[src/rtl/regfile_wb_scheduler_pkg.sv]
// Shared constants, grant-select enum and helpers for the register file write-back scheduler.
// Latency: n/a (declarations only).
// Backpressure: n/a.
package regfile_sched_pkg;

    localparam int XLEN = 32;
    localparam int AW   = 5;
    localparam int NREG = 32;

    // Which requester owns the register-file write port this cycle.
    typedef enum logic [1:0] {
        SRC_NONE,
        SRC_ALU,
        SRC_LSU
    } wb_src_t;

    // x0 is hardwired: a write-back targeting it completes but never writes.
    function automatic logic writes_rf(input logic [AW-1:0] rd);
        return rd != '0;
    endfunction

endpackage

[src/rtl/regfile_wb_scheduler_if.sv]
// Bundle of the ALU/LSU write-back handshakes, load reservation, decode lookup and RF write port.
// Latency: n/a (wiring only).
// Backpressure: alu_ready/lsu_ready are driven by the scheduler (slave modport).
// Ports: alu_* / lsu_* valid-ready write-back streams, lsu_reserve*, rs0/rs1 -> hazard,
//        rf_we/rf_waddr/rf_wdata registered write port.
interface regfile_wb_scheduler_if;
    import regfile_sched_pkg::*;

    logic            alu_valid;
    logic            alu_ready;
    logic [AW-1:0]   alu_rd;
    logic [XLEN-1:0] alu_data;

    logic            lsu_valid;
    logic            lsu_ready;
    logic [AW-1:0]   lsu_rd;
    logic [XLEN-1:0] lsu_data;

    logic            lsu_reserve;
    logic [AW-1:0]   lsu_reserve_rd;

    logic [AW-1:0]   rs0;
    logic [AW-1:0]   rs1;
    logic            hazard;

    logic            rf_we;
    logic [AW-1:0]   rf_waddr;
    logic [XLEN-1:0] rf_wdata;

    // Scheduler side.
    modport slave (
        input  alu_valid, alu_rd, alu_data,
        input  lsu_valid, lsu_rd, lsu_data,
        input  lsu_reserve, lsu_reserve_rd,
        input  rs0, rs1,
        output alu_ready, lsu_ready, hazard,
        output rf_we, rf_waddr, rf_wdata
    );

    // Pipeline / register-file side.
    modport master (
        output alu_valid, alu_rd, alu_data,
        output lsu_valid, lsu_rd, lsu_data,
        output lsu_reserve, lsu_reserve_rd,
        output rs0, rs1,
        input  alu_ready, lsu_ready, hazard,
        input  rf_we, rf_waddr, rf_wdata
    );

endinterface

[src/rtl/regfile_wb_scheduler_scoreboard.sv]
// Per-register pending-load scoreboard with a two-port combinational hazard lookup.
// Latency: set/clear visible on hazard the cycle after they are presented.
// Backpressure: none; always accepts set and clear.
// Ports: clk, rst (async active-low), set_vld/set_rd (load issued), clr_vld/clr_rd (load written back),
//        rs0/rs1 (decode sources), hazard.
module regfile_scoreboard
    import regfile_sched_pkg::*;
(
    input  logic          clk,
    input  logic          rst,
    input  logic          set_vld,
    input  logic [AW-1:0] set_rd,
    input  logic          clr_vld,
    input  logic [AW-1:0] clr_rd,
    input  logic [AW-1:0] rs0,
    input  logic [AW-1:0] rs1,
    output logic          hazard
);

    logic [NREG-1:0] pending;
    logic [NREG-1:0] pending_nxt;

    // Clear first, then set, so a new reservation landing on the register being
    // written back in the same cycle stays pending (it belongs to a younger load).
    always_comb begin
        pending_nxt = pending;
        if (clr_vld) begin
            pending_nxt[clr_rd] = 1'b0;
        end
        if (set_vld) begin
            pending_nxt[set_rd] = 1'b1;
        end
        pending_nxt[0] = 1'b0;
    end

    always_ff @(posedge clk or negedge rst) begin
        if (!rst) begin
            pending <= '0;
        end else begin
            pending <= pending_nxt;
        end
    end

    assign hazard = pending[rs0] | pending[rs1];

endmodule

[src/rtl/regfile_wb_scheduler.sv]
// Arbitrates the single register-file write port between ALU and LSU write-back and tracks pending loads.
// Latency: a transfer in cycle N appears on rf_we/rf_waddr/rf_wdata in cycle N+1.
// Backpressure: LSU wins by default; ready is combinational. With REGFILE_STARVE_GUARD_EN defined, an ALU
//   stalled STARVE_MAX cycles is forced through and lsu_ready drops; undefined gives strict LSU priority.
// Ports: clk, rst (async active-low), wb (regfile_wb_scheduler_if.slave).
module regfile_wb_scheduler #(
    parameter int STARVE_MAX = 3
) (
    input logic                   clk,
    input logic                   rst,
    regfile_wb_scheduler_if.slave wb
);
    import regfile_sched_pkg::*;

    if (STARVE_MAX < 1) begin : g_param_check
        $error("regfile_wb_scheduler: STARVE_MAX must be at least 1");
    end

    logic    forced;
    logic    alu_rdy;
    logic    lsu_rdy;
    wb_src_t grant;

`ifdef REGFILE_STARVE_GUARD_EN
    localparam int            SW         = $clog2(STARVE_MAX + 1);
    localparam logic [SW-1:0] STARVE_LIM = SW'(STARVE_MAX);

    logic [SW-1:0] starve_cnt;

    assign forced = wb.alu_valid && (starve_cnt == STARVE_LIM);

    // Counts consecutive cycles the ALU was left waiting; any gap in alu_valid
    // or a successful ALU transfer starts the count over.
    always_ff @(posedge clk or negedge rst) begin
        if (!rst) begin
            starve_cnt <= '0;
        end else if (!wb.alu_valid || grant == SRC_ALU) begin
            starve_cnt <= '0;
        end else if (starve_cnt != STARVE_LIM) begin
            starve_cnt <= starve_cnt + SW'(1);
        end
    end
`else
    assign forced = 1'b0;
`endif

    // Readies are held low during reset so nothing is consumed while the
    // output register and scoreboard are being cleared.
    always_comb begin
        alu_rdy = 1'b0;
        lsu_rdy = 1'b0;
        grant   = SRC_NONE;
        if (rst) begin
            lsu_rdy = !forced;
            alu_rdy = !wb.lsu_valid || forced;
        end
        if (wb.lsu_valid && lsu_rdy) begin
            grant = SRC_LSU;
        end else if (wb.alu_valid && alu_rdy) begin
            grant = SRC_ALU;
        end
    end

    assign wb.alu_ready = alu_rdy;
    assign wb.lsu_ready = lsu_rdy;

    logic            rf_we_q;
    logic [AW-1:0]   rf_waddr_q;
    logic [XLEN-1:0] rf_wdata_q;

    // Address/data only move on a transfer; the enable alone says whether the
    // register file should capture them.
    always_ff @(posedge clk or negedge rst) begin
        if (!rst) begin
            rf_we_q    <= 1'b0;
            rf_waddr_q <= '0;
            rf_wdata_q <= '0;
        end else begin
            rf_we_q <= 1'b0;
            case (grant)
                SRC_ALU: begin
                    rf_we_q    <= writes_rf(wb.alu_rd);
                    rf_waddr_q <= wb.alu_rd;
                    rf_wdata_q <= wb.alu_data;
                end
                SRC_LSU: begin
                    rf_we_q    <= writes_rf(wb.lsu_rd);
                    rf_waddr_q <= wb.lsu_rd;
                    rf_wdata_q <= wb.lsu_data;
                end
                default: ;
            endcase
        end
    end

    assign wb.rf_we    = rf_we_q;
    assign wb.rf_waddr = rf_waddr_q;
    assign wb.rf_wdata = rf_wdata_q;

    regfile_scoreboard u_scoreboard (
        .clk     (clk),
        .rst     (rst),
        .set_vld (wb.lsu_reserve),
        .set_rd  (wb.lsu_reserve_rd),
        .clr_vld (grant == SRC_LSU),
        .clr_rd  (wb.lsu_rd),
        .rs0     (wb.rs0),
        .rs1     (wb.rs1),
        .hazard  (wb.hazard)
    );

endmodule

[src/flat_wrapper.sv]
// flat-port wrapper written by rule: the top's interface ports become plain ports
module regfile_wb_scheduler_flat import regfile_sched_pkg::*;
#(
    parameter int STARVE_MAX = 3
)
  (clk, rst, wb_alu_valid, wb_alu_rd, wb_alu_data, wb_lsu_valid, wb_lsu_rd, wb_lsu_data, wb_lsu_reserve, wb_lsu_reserve_rd, wb_rs0, wb_rs1, wb_alu_ready, wb_lsu_ready, wb_hazard, wb_rf_we, wb_rf_waddr, wb_rf_wdata);
  regfile_wb_scheduler_if wb_i ();
  input logic clk;
  input logic rst;
  input wire logic [$bits(wb_i.alu_valid)-1:0] wb_alu_valid;
  input wire logic [$bits(wb_i.alu_rd)-1:0] wb_alu_rd;
  input wire logic [$bits(wb_i.alu_data)-1:0] wb_alu_data;
  input wire logic [$bits(wb_i.lsu_valid)-1:0] wb_lsu_valid;
  input wire logic [$bits(wb_i.lsu_rd)-1:0] wb_lsu_rd;
  input wire logic [$bits(wb_i.lsu_data)-1:0] wb_lsu_data;
  input wire logic [$bits(wb_i.lsu_reserve)-1:0] wb_lsu_reserve;
  input wire logic [$bits(wb_i.lsu_reserve_rd)-1:0] wb_lsu_reserve_rd;
  input wire logic [$bits(wb_i.rs0)-1:0] wb_rs0;
  input wire logic [$bits(wb_i.rs1)-1:0] wb_rs1;
  output wire logic [$bits(wb_i.alu_ready)-1:0] wb_alu_ready;
  output wire logic [$bits(wb_i.lsu_ready)-1:0] wb_lsu_ready;
  output wire logic [$bits(wb_i.hazard)-1:0] wb_hazard;
  output wire logic [$bits(wb_i.rf_we)-1:0] wb_rf_we;
  output wire logic [$bits(wb_i.rf_waddr)-1:0] wb_rf_waddr;
  output wire logic [$bits(wb_i.rf_wdata)-1:0] wb_rf_wdata;
  assign wb_i.alu_valid = wb_alu_valid;
  assign wb_i.alu_rd = wb_alu_rd;
  assign wb_i.alu_data = wb_alu_data;
  assign wb_i.lsu_valid = wb_lsu_valid;
  assign wb_i.lsu_rd = wb_lsu_rd;
  assign wb_i.lsu_data = wb_lsu_data;
  assign wb_i.lsu_reserve = wb_lsu_reserve;
  assign wb_i.lsu_reserve_rd = wb_lsu_reserve_rd;
  assign wb_i.rs0 = wb_rs0;
  assign wb_i.rs1 = wb_rs1;
  assign wb_alu_ready = wb_i.alu_ready;
  assign wb_lsu_ready = wb_i.lsu_ready;
  assign wb_hazard = wb_i.hazard;
  assign wb_rf_we = wb_i.rf_we;
  assign wb_rf_waddr = wb_i.rf_waddr;
  assign wb_rf_wdata = wb_i.rf_wdata;
  regfile_wb_scheduler #(.STARVE_MAX(STARVE_MAX)) u_core (.clk(clk), .rst(rst), .wb(wb_i));
endmodule
[config.mk]
export PLATFORM = sky130hd
export DESIGN_NAME = regfile_wb_scheduler_flat
export DESIGN_NICKNAME = d
export VERILOG_FILES = /design/src/rtl/regfile_wb_scheduler_pkg.sv /design/src/rtl/regfile_wb_scheduler_if.sv /design/src/rtl/regfile_wb_scheduler_scoreboard.sv /design/src/rtl/regfile_wb_scheduler.sv /design/src/flat_wrapper.sv
export SDC_FILE = /design/constraint.sdc
export NUM_CORES = 1
export LEC_CHECK = 0
export ABC_CLOCK_PERIOD_IN_PS = 5800
export CORE_MARGIN = 4
export CORE_UTILIZATION = 45
export CTS_CLUSTER_SIZE = 16
export DETAILED_ROUTE_END_ITERATION = 6
export PLACE_DENSITY = 0.87
export SYNTH_ARGS = -nofsm -noshare
export SYNTH_HDL_FRONTEND = slang
export SYNTH_SLANG_ARGS = --single-unit
export TNS_END_PERCENT = 10
[constraint.sdc]
create_clock -name clk -period 5.8 [get_ports clk]
set_input_delay 1.16 -clock clk [delete_from_list [all_inputs] [get_ports clk]]
set_output_delay 1.16 -clock clk [all_outputs]
set_load 0.005 [all_outputs]
---- Word-level counts from Yosys, hierarchy flattened ----
Index checks and enable logic that the tools add are counted.
cells by class
  equality and inequality tests ........... 2
  $lt $le $gt $ge ......................... 6
  bitwise logic cells ..................... 4
  mux-type cells .......................... 17
  reductions and logical operators ........ 8
operators with widths
  kind                  number
  $mux W32              2
  $pmux W32 S2          1
  $and A32 B32 Y32      1
  $not A32 Y32          1
  $or A32 B32 Y32       1
  $lt A5 B6 Y1 const B  4
  $bmux W1 S5           2
  $demux W1 S5          2
  $ge A5 B1 Y1 const B  2
  $pmux W5 S2           1
  $reduce_bool A5 Y1    2
  $mux W1               7
  $logic_and A1 B1 Y1   4
  $eq A2 B1 Y1 const B  1
  $eq A2 B2 Y1 const B  1
  $mux W2               1
  $pmux W1 S2           1
  $reduce_bool A2 Y1    1
  $logic_not A1 Y1      1
  $or A1 B1 Y1          1
word-level totals
  logic and storage cells ................. 41
  output and inout port bits .............. 41
  bits in registers ....................... 69

---- Logic depth before layout (Yosys ltp) ----
Gate-level depths: netlist (run 1).
  depth in word-level cells ............... 9
  mapped depth ............................ 5
  depth with buffers taken out ............ 4

---- By module ----
From an unflattened synthesis (run 1), not the netlist that was laid out.
second synthesis, totals
  cell total of the unflattened synthesis .. 342
  area total of the unflattened synthesis .. 3628.5 um^2
by module, submodules not included
  module                cells each  instances  seq. area each (um^2)  area each (um^2)
  regfile_scoreboard    171         1          775.7                  1840.5
  regfile_wb_scheduler  171         1          950.9                  1788.0

---- Least setup slack after synthesis (run 1) ----
OpenSTA, ideal clock, no wires.
  kind .................................... input-to-output
  from .................................... in wb_rs0[1]
  to ...................................... out wb_hazard
  setup slack ............................. 2.201 ns
  stages .................................. 5
  arrival time ............................ 2.439 ns
  path buffers ............................ 1
  path through ............................ buf_2 mux4_2 o22ai_1 o221ai_1 a221o_1
between the ends
  cells in the longest elaborated chain, start to end .. 3
RTL lines
  item                           line                                   RTL
  start: declaration             flat_wrapper.sv:18                     input wire logic [$bits(wb_i.rs0)-1:0] wb_rs0;
  $bmux W1 S5                    regfile_wb_scheduler_scoreboard.sv:44  assign hazard = pending[rs0] | pending[rs1];
  $mux W1 (implied by the code)  regfile_wb_scheduler_scoreboard.sv:44
  $or A1 B1 Y1                   regfile_wb_scheduler_scoreboard.sv:44
  end: declaration               flat_wrapper.sv:22                     output wire logic [$bits(wb_i.hazard)-1:0] wb_hazard;
Every way passes these cells. The select of a mux whose other input is x is not followed.

---- Final worst setup path (run 1) ----
  from .................................... in wb_rs0[0]
  to ...................................... out wb_hazard
The elaborated chain is that of the path after synthesis.

==> results of run 1 <==
[worst paths after layout]
kind / startpoint / endpoint / slack, ps / cells past startpoint
min in group asynchronous: rst / u_core.wb.rf_waddr[0]$_DFFE_PN0P_ / 630 / 1
max in group asynchronous: rst / u_core.wb.rf_wdata[9]$_DFFE_PN0P_ / 4120 / 2
setup / recovery: wb_rs0[0] / wb_hazard / 890 / 6
hold / removal: u_core.wb.rf_wdata[3]$_DFFE_PN0P_ / u_core.wb.rf_wdata[3]$_DFFE_PN0P_ / 480 / 2
setup reg to reg: u_core.u_scoreboard.pending[23]$_DFF_PN0_ / u_core.u_scoreboard.pending[23]$_DFF_PN0_ / 4940 / 2
hold reg to reg: u_core.wb.rf_wdata[3]$_DFFE_PN0P_ / u_core.wb.rf_wdata[3]$_DFFE_PN0P_ / 480 / 2
[report_power, final]
group          internal [W]  switching (W)  total (W)
Combinational      0.000225       0.000141   0.000367
Clock              0.000264       0.000172   0.000436
Sequential         0.000568      0.0000708   0.000638
Total               0.00106       0.000384    0.00144
[layout make-up]
cell class | instances | share of cell area
clock buffers | 12 | 0.02940
clock inverters | 4 | 0.01328
inverters | 1 | 0.0007114
multi-input cells | 250 | 0.3472
flip-flops and latches | 69 | 0.3272
well taps | 102 | 0.02419
repair buffers | 137 | 0.2580
[logic make-up after synthesis]
family,count (synthesis)
AO/OA/AOI/OAI,114
AND/OR/NAND/NOR,77
flip-flops,69
multiplexers,59
buffers and inverters,23
[worst max-delay path, stage by stage]
cell	delay [ps]
clkdlybuf4s50_1	850
mux4_1	620
mux2i_1	180
o221ai_1	160
a221o_1	330
clkdlybuf4s50_1	440
[through the flow]
step                      setup WS (ps)  hold slack [ps]  cell area, sq um
final                             888.8            482.4              5276
after CTS                         881.3            486.2              5276
after global placement            985.3            459.8              5051
after floorplan                    2201            473.3              3655
after global routing              721.5            514.9              5276
after detailed placement          888.4            471.9              5051
[routing by layer]
metal  wire [um]  global-route usage  vias to the layer above  share of wire
met5           0                   0                        -              0
li1            -                   -                     1525              -
met1        3901              0.2535                     1547           0.38
met3        1142             0.08500                       20           0.11
met2        5036              0.3628                      158           0.49
met4         199             0.08520                        0          0.019
[synthesized netlist by cell type (all sizes together) (2+ instances only)]
| library cell | count |
|---|---|
| mux4 | 15 |
| o21ai | 100 |
| nand2b | 2 |
| clkbuf | 12 |
| nor2 | 3 |
| o221ai | 2 |
| nor2b | 4 |
| a2111oi | 2 |
| dfrtp | 69 |
| nand4b | 2 |
| nand2 | 40 |
| a22o | 4 |
| and2 | 2 |
| mux2i | 40 |
| nand3 | 3 |
| buf | 10 |
| or3b | 5 |
| or3 | 3 |
| nand3b | 8 |
| mux2 | 4 |
[registers in the layout, indices dropped and copies added, names as in the netlist]
register                     flops
u_core.wb.rf_waddr               5
u_core.wb.rf_wdata              32
u_core.u_scoreboard.pending     31
u_core.wb.rf_we                  1
==> flow_metrics.env, run 1 <==
export IMPL_run_status="completed"
export IMPL_cts_setup_buffers=0
export IMPL_io_buffers=134
export IMPL_wl_um=10280
export IMPL_fmax_mhz=203.6
export IMPL_drtIter0Drc=163
export IMPL_synth_fp_nets=436
export IMPL_cts_root_buffer="clkbuf_8"
export IMPL_hp_class="reg2reg"
export IMPL_layout_worst_path_cycle_share=0.8468
export IMPL_io_pins=135
export IMPL_synth_xor_area_frac=0
export IMPL_finalSetupViolations=0
export IMPL_synthSimpleGateAreaFrac=0.1106
export IMPL_async_flop_share=1.000
export IMPL_antenna_found_initial=0
export IMPL_utilization=0.6758
export IMPL_clk_path_buf_depth=2
export IMPL_grt_pass1_vias=3403
export IMPL_synth_edf_count=0
export IMPL_ys_types=36
export IMPL_diodes=0
export IMPL_fp_dieW_um=98.12
export IMPL_netlist_area_leader_share=0.4724
export IMPL_fillCellCount=591
export IMPL_arrival_ps=3750
export IMPL_ys_flop_type="dfrtp_1"
export IMPL_synth_warnings=0
export IMPL_area_growth_pct=44.37
export IMPL_power_w=0.001441
export IMPL_core_area_sq_mm=0.007807
export IMPL_place_inst=559
export IMPL_fp_dieH_um=98.12
export IMPL_path_clk_slew_ps=70
export IMPL_nets=562
export IMPL_grt_max_degree=73
export IMPL_synth_area_per_cell_sq_um=10.69
export IMPL_worstSetupPathType="in2out"
export IMPL_cts_sink_count=69
export IMPL_netlist_area_sq_mm=0.003655
export IMPL_holdBufCountCts=0
export IMPL_grt_remaining_overflow=0
export IMPL_slew_headroom=0.4381
export IMPL_insertion_delay_ps=340
export IMPL_synth_compound_area_frac=0.1695
export IMPL_finalHoldViolations=0
export IMPL_ff_latch_area_sq_mm=0.001727
export IMPL_drv_cap=0
export IMPL_end_kind="output port"
export IMPL_synth_mux_area_frac=0.2174
export IMPL_rows=32
export IMPL_maxSlewViolCount=0
export IMPL_layout_common_cells="clkdlybuf4s50_1, o21ai_0, dfrtp_1, mux2i_1, nand2_1"
export IMPL_ant_nets=0
export IMPL_first_pass_iters=4
export IMPL_synthTopCellsByArea="dfrtp_1, o21ai_0, mux2i_1"
export IMPL_cp_start_kind="primary input"
export IMPL_synth_top_family_by_area="multiplexers"
export IMPL_cp_required_ps=4640
export IMPL_p_leak_nw=2.234
export IMPL_cts_made_buffers=9
export IMPL_drive_gt1_frac=0.08879
export IMPL_synth_cells=342
export IMPL_vias_per_cell=5.652
export IMPL_p_per_area_mw_per_mm2=273.1
export IMPL_multi_input_area_sq_mm=0.001832
export IMPL_synth_seq_cells=69
export IMPL_rsz0062_at_grt="false"
export IMPL_final_common_cell="clkdlybuf4s50_1"
export IMPL_ir_drop_uv=131.8
export IMPL_post_cts_resize_count=0
export IMPL_synthAdderAreaFrac=0
export IMPL_gp_congestion=0.9520
export IMPL_min_period_ps=4911
export IMPL_vias=3250
export IMPL_initial_core_util=0.4681
export IMPL_grt_total_usage=0.2179
export IMPL_drc_errors=0
export IMPL_tightestPinTransition_ps=842.8
export IMPL_tns_ps=0
export IMPL_die_area_sq_mm=0.009628
export IMPL_yosysSeqAreaShare=0.4724
export IMPL_dp_hpwl_um=7705
export IMPL_cts_tree="built"
export IMPL_grt_pass1_wl_um=16750
export IMPL_path_max_fanout=12
export IMPL_fin_skew_ps=0
export IMPL_routedWlPerCell_um=17.88
export IMPL_final_cells=575
export IMPL_cts_max_level=3
export IMPL_yosysTopAreaCell="dfrtp_1"
No activity file was read; power rests on OpenSTA's default activity.
==> run 2, diff against run 1 <==
Settings changed: ABC_CLOCK_PERIOD_IN_PS 5800 to 4600.
Clock period 5.8 ns to 4.6 ns, I/O delays scaled along.
==> run 2 against run 1 <==
Compared with the run above: sequential cell count unchanged; first-iteration DRC count increased by 12%; via count increased by 0.89%; sequential share of layout area decreased by 0.13 points; power increased by 29%; routed wire length decreased by 1.1%; critical endpoint unchanged; largest cell class unchanged; sequential power increased by 26%; die area unchanged; critical path depth unchanged; core utilization increased by 0.27 points; non-clock buffer count increased by 1; critical path type unchanged.
==> flow_metrics.env, run 2 (same netlist as run 1, synthesis figures left out) <==
export IMPL_power_w=0.001859
export IMPL_cts_tree="built"
export IMPL_routedWlPerCell_um=17.65
export IMPL_run_status="completed"
export IMPL_arrival_ps=3280
export IMPL_cp_required_ps=3680
export IMPL_maxSlewViolCount=0
export IMPL_end_kind="output port"
export IMPL_tns_ps=0
export IMPL_io_buffers=134
export IMPL_cts_sink_count=69
export IMPL_use_met2=0.3728
export IMPL_cts_setup_buffers=0
export IMPL_vias_per_cell=5.693
export IMPL_cts_max_level=3
export IMPL_path_cells="clkdlybuf4s50_1 > mux4_2 > mux2i_1 > mux2i_1 > a221o_1 > clkdlybuf4s50_1"
export IMPL_insertion_delay_ps=340
export IMPL_fillCellCount=590
export IMPL_dp_hpwl_um=7688
export IMPL_layout_worst_path_cycle_share=0.9137
export IMPL_core_area_sq_mm=0.007807
export IMPL_p_leak_nw=2.239
export IMPL_cts_root_buffer="clkbuf_8"
export IMPL_critPathMaxStageDelay_ps=770
export IMPL_final_cells=576
export IMPL_drive_gt1_frac=0.09072
export IMPL_gr_usage_met3=0.08786
export IMPL_met1_usage=0.2440
export IMPL_finalHoldViolations=0
export IMPL_wl_um=10170
export IMPL_gp_congestion=0.9794
export IMPL_drv_cap=0
export IMPL_p_per_area_mw_per_mm2=350.9
export IMPL_min_period_ps=4203
export IMPL_diodes=0
export IMPL_nets=563
export IMPL_finalSetupViolations=0
export IMPL_first_pass_iters=4
export IMPL_grt_max_degree=76
export IMPL_clk_path_buf_depth=2
export IMPL_cts_made_buffers=9
export IMPL_vias=3279
export IMPL_cp_start_kind="primary input"
export IMPL_grt_total_usage=0.2160
export IMPL_place_inst=560
export IMPL_ir_drop_uv=206.2
export IMPL_final_common_cell="clkdlybuf4s50_1"
export IMPL_fp_dieW_um=98.12
export IMPL_worstSetupPathType="in2out"
export IMPL_slew_headroom=0.3560
export IMPL_holdBufCountCts=0
export IMPL_initial_core_util=0.4681
export IMPL_path_max_fanout=9
export IMPL_ant_nets=0
export IMPL_grt_pass1_vias=3485
export IMPL_fin_hold_ws_ps=369.3
export IMPL_die_area_sq_mm=0.009628
export IMPL_hp_class="in2async"
export IMPL_drtIter0Drc=182
export IMPL_fin_skew_ps=0
export IMPL_area_growth_pct=44.95
export IMPL_grt_remaining_overflow=0
export IMPL_worstReg2RegStart="u_core.u_scoreboard.pending[23]$_DFF_PN0_"
export IMPL_utilization=0.6785
export IMPL_antenna_found_initial=0
export IMPL_grt_pass1_wl_um=16790
export IMPL_cpMaxStageDelayCell="clkdlybuf4s50_1"
export IMPL_tightestPinTransition_ps=962.3
export IMPL_path_clk_slew_ps=70
export IMPL_io_pins=135
export IMPL_post_cts_resize_count=0
export IMPL_drc_errors=0
export IMPL_rows=32
export IMPL_largest_reg_flops=32
export IMPL_fmax_mhz=237.9
export IMPL_fp_dieH_um=98.12
export IMPL_critPathLaunch="wb_rs1[0]"
export IMPL_layout_common_cells="clkdlybuf4s50_1, o21ai_0, dfrtp_1, mux2i_1, nand2_1"
export IMPL_rsz0062_at_grt="false"
export IMPL_gr_max_usage_layer="met2"
## run 2: layout make-up
type / instances / area (sq um) / area share
multi-input cells: 250 / 1832 / 0.3458
well taps: 102 / 127.6 / 0.02409
clock inverters: 6 / 111.4 / 0.02102
inverters: 1 / 3.754 / 0.0007085
repair buffers: 138 / 1369 / 0.2584
flip-flops and latches: 69 / 1727 / 0.3259
clock buffers: 10 / 127.6 / 0.02409
## run 2: critical path, delay by kind of cell
family	cells	cell delay (ps)
mux	3	780
buf+inv	2	1220
compound gates	1	350
## run 2: final timing paths
check / endpoint / slack [ps] / cells after the start
worst min register to register: u_core.wb.rf_wdata[7]$_DFFE_PN0P_ / 480 / 2
worst max register to register: u_core.u_scoreboard.pending[23]$_DFF_PN0_ / 3810 / 2
worst min-delay path: u_core.wb.rf_wdata[30]$_DFFE_PN0P_ / 370 / 1
max in group asynchronous: u_core.u_scoreboard.pending[20]$_DFF_PN0_ / 3160 / 2
worst max-delay path: wb_hazard / 400 / 6
min in group clk: u_core.wb.rf_wdata[7]$_DFFE_PN0P_ / 480 / 2
## run 2: layer usage
layer	wire [um]	part of all wire	up-vias
met3	1161	0.11	14
met1	3673	0.36	1573
met5	0	0	-
met2	5169	0.51	166
li1	-	-	1526
met4	161	0.016	0
## run 2: report_power, final
group,leakage [nW],internal (W),total (W),switching [W]
Clock,0.116,0.000360,0.000593,0.000233
Sequential,0.837,0.000715,0.000801,0.0000863
Combinational,1.29,0.000285,0.000464,0.000179
Total,2.24,0.00136,0.00186,0.000499
## run 2: metrics by stage
stage          instance area [sq um]  setup WS [ps]
2_1_floorplan                   3655           1481
3_3_place_gp                    5059          432.4
3_5_place_dp                    5059          371.3
4_1_cts                         5298          374.7
5_1_grt                         5298          230.7
6_report                        5298          397.0
==> run 3, diff against run 2 <==
Settings changed: ABC_AREA from default to 1, CORE_MARGIN 4 to default, CTS_CLUSTER_SIZE 16 to 8, PLACE_DENSITY 0.87 to 0.85.
==> run 3 against run 2 <==
Compared with the run above: synthesized area rose by 7.8%; fmax rose by 13%; setup slack improved by 490 ps; sequential cell count did not move; cell area rose by 3.1%; core utilization fell by 2.4 points; combinational power rose by 14%; via count rose by 21%; clock power fell by 18%; first-iteration DRC count rose by 75%; critical path type unchanged; largest power group unchanged; highest routed layer unchanged.
==> flow_metrics.env, run 3 <==
export IMPL_vias_per_cell=5.360
export IMPL_rsz0062_at_grt="false"
export IMPL_yosysTopAreaCell="dfrtp_1"
export IMPL_multi_input_area_sq_mm=0.001873
export IMPL_post_cts_resize_count=0
export IMPL_p_per_area_mw_per_mm2=335.9
export IMPL_first_pass_iters=5
export IMPL_gp_congestion=0.9961
export IMPL_path_cells="clkdlybuf4s50_1 > inv_1 > nand3_1 > nand3_1 > nand2_1 > nand2_1 > nand3_1 > nand2_1 > nand2_1 > clkdlybuf4s50_1"
export IMPL_ys_types=24
export IMPL_path_max_fanout=9
export IMPL_rrSetupSlack_ps=3780
export IMPL_netlist_area_leader_share=0.4382
export IMPL_drc_errors=0
export IMPL_cts_setup_buffers=0
export IMPL_cp_num_buf_inv=3
export IMPL_end_kind="output port"
export IMPL_drtIter0Drc=319
export IMPL_fin_skew_ps=0
export IMPL_finalSetupViolations=0
export IMPL_cp_start_kind="primary input"
export IMPL_synth_seq_cells=69
export IMPL_grt_remaining_overflow=0
export IMPL_critPathLaunch="wb_rs1[1]"
export IMPL_core_area_sq_mm=0.008341
export IMPL_ir_drop_uv=235.6
export IMPL_antenna_found_initial=0
export IMPL_grt_total_usage=0.2831
export IMPL_path_clk_slew_ps=70
export IMPL_min_period_ps=3710
export IMPL_worstReg2RegStart="u_core.u_scoreboard.pending[15]$_DFF_PN0_"
export IMPL_arrival_ps=2790
export IMPL_layout_worst_path_cycle_share=0.8066
export IMPL_p_leak_nw=2.440
export IMPL_yosysSeqAreaShare=0.4382
export IMPL_cpMaxStageDelayCell="clkdlybuf4s50_1"
export IMPL_initial_core_util=0.4724
export IMPL_ant_nets=0
export IMPL_endpoint="wb_hazard"
export IMPL_grt_pass1_vias=4002
export IMPL_dp_hpwl_um=8975
export IMPL_dp_slack_ps=896.3
export IMPL_maxSlewViolCount=0
export IMPL_insertion_delay_ps=330
export IMPL_fillCellCount=678
export IMPL_r2r_end="u_core.u_scoreboard.pending[15]$_DFF_PN0_"
export IMPL_cts_sink_count=69
export IMPL_setup_ws_ps=889.7
export IMPL_synth_top_family_by_area="simple AND/OR/NAND/NOR gates"
export IMPL_largest_reg_flops=32
export IMPL_power_w=0.001834
export IMPL_synth_xor_area_frac=0
export IMPL_fmax_mhz=269.5
export IMPL_vias=3977
export IMPL_synth_compound_area_frac=0.1921
export IMPL_routedWlPerCell_um=16.21
export IMPL_yosys_top_cells_count="nand2_1, nand3_1, dfrtp_1"
export IMPL_synthAdderAreaFrac=0
export IMPL_r2r_cells=2
export IMPL_cts_made_buffers=9
export IMPL_synth_edf_count=0
export IMPL_finalHoldViolations=0
export IMPL_fp_dieH_um=95.57
export IMPL_ff_latch_area_sq_mm=0.001727
export IMPL_async_flop_share=1.000
export IMPL_hp_class="reg2reg"
export IMPL_die_area_sq_mm=0.009134
export IMPL_cts_max_level=3
export IMPL_final_cells=742
export IMPL_cts_root_buffer="clkbuf_8"
export IMPL_synthTopCellsByArea="dfrtp_1, nand2_1, o31ai_2"
export IMPL_cp_required_ps=3680
export IMPL_path_depth=10
export IMPL_drv_cap=0
export IMPL_rows=33
export IMPL_netlist_area_sq_mm=0.003940
export IMPL_place_inst=727
export IMPL_cts_tree="built"
export IMPL_crit_top_cell="nand2_1"
export IMPL_synth_most_common_cell="nand2_1"
export IMPL_holdBufCountCts=0
export IMPL_utilization=0.6547
export IMPL_tightestPinTransition_ps=810.9
export IMPL_worstSetupPathType="in2out"
export IMPL_tns_ps=0
export IMPL_ys_flop_type="dfrtp_1"
export IMPL_run_status="completed"
export IMPL_grt_max_degree=73
export IMPL_io_pins=135
export IMPL_grt_pass1_wl_um=19470
export IMPL_synth_area_per_cell_sq_um=7.771
export IMPL_diodes=0
export IMPL_nets=727
export IMPL_synthSimpleGateAreaFrac=0.2833
export IMPL_area_growth_pct=38.58
export IMPL_path_delay_family="buffers and inverters"
export IMPL_synth_fp_nets=601
export IMPL_fp_dieW_um=95.57
export IMPL_synth_cells=507
export IMPL_layout_common_cells="clkdlybuf4s50_1, nand2_1, nand3_1, dfrtp_1"
export IMPL_slew_headroom=0.4594
export IMPL_synth_warnings=0
export IMPL_drive_gt1_frac=0.08948
export IMPL_critPathMaxStageDelay_ps=650
export IMPL_wl_um=12030
export IMPL_io_buffers=134
export IMPL_synth_mux_area_frac=0
export IMPL_final_common_cell="clkdlybuf4s50_1"
export IMPL_clk_path_buf_depth=2
## run 3: cell types whose count changed in the layout (fill, tap and decap cells not counted), moves of 5 or more
cell,previous run,this run
nand2_1,39,118
o31ai_2,0,30
nand3b_1,8,0
mux4_2,12,0
o21ai_0,99,68
mux2i_1,40,0
inv_1,1,41
nor2_1,3,68
or3b_2,5,0
nand3_1,3,72
## run 3: worst min-delay path by stage
stage	startpoint	end	slack [ps]	depth (start not counted)
global placement	u_core.wb.rf_wdata[31]$_DFFE_PN0P_	u_core.wb.rf_wdata[31]$_DFFE_PN0P_	470	2
detailed placement	u_core.wb.rf_waddr[2]$_DFFE_PN0P_	u_core.wb.rf_waddr[2]$_DFFE_PN0P_	470	2
finish	u_core.wb.rf_waddr[2]$_DFFE_PN0P_	u_core.wb.rf_waddr[2]$_DFFE_PN0P_	490	2
global route	u_core.wb.rf_wdata[31]$_DFFE_PN0P_	u_core.wb.rf_wdata[31]$_DFFE_PN0P_	500	2
CTS	u_core.wb.rf_wdata[31]$_DFFE_PN0P_	u_core.wb.rf_wdata[31]$_DFFE_PN0P_	490	2
floorplan	u_core.u_scoreboard.pending[4]$_DFF_PN0_	u_core.u_scoreboard.pending[4]$_DFF_PN0_	470	2
## run 3: report_power, final
part           total, W  internal, W  switching (W)
sequential     0.000823     0.000723       0.000100
combinational  0.000527     0.000273       0.000254
clock          0.000484     0.000264       0.000220
total           0.00183      0.00126       0.000574
## run 3: layout make-up
| class | count | area share |
|---|---|---|
| Clock inverter | 3 | 0.008478 |
| Timing Repair Buffer | 138 | 0.2502 |
| Multi-Input combinational cell | 370 | 0.3430 |
| Tap cell | 105 | 0.02406 |
| Inverter | 45 | 0.03139 |
| Clock buffer | 12 | 0.02658 |
| Sequential cell | 69 | 0.3162 |
## run 3: stage by stage
step,instance area [sq um],hold WS [ps]
floorplan,3940,470.7
global placement,5269,466.8
detailed placement,5269,473.3
CTS,5460,490.9
global route,5460,499.5
finish,5460,486.2
## run 3: layer usage
metal / vias to the layer above / part of all wire / global-route usage
met4: 0 / 0.034 / 0.1430
met3: 28 / 0.092 / 0.08692
met2: 189 / 0.48 / 0.4631
met1: 1822 / 0.39 / 0.3359
li1: 1938 / - / -
met5: - / 0 / 0
## run 3: logic make-up after synthesis
logic type | count (synthesis)
buffers and inverters | 68
and+or+nand+nor | 266
DFF | 69
AOI/OAI and AO/OA | 104
## run 3: worst min-delay path: stages (launching register included)
cell and delay (ps):
dfrtp_1 340, nand2_1 50, o21ai_0 60
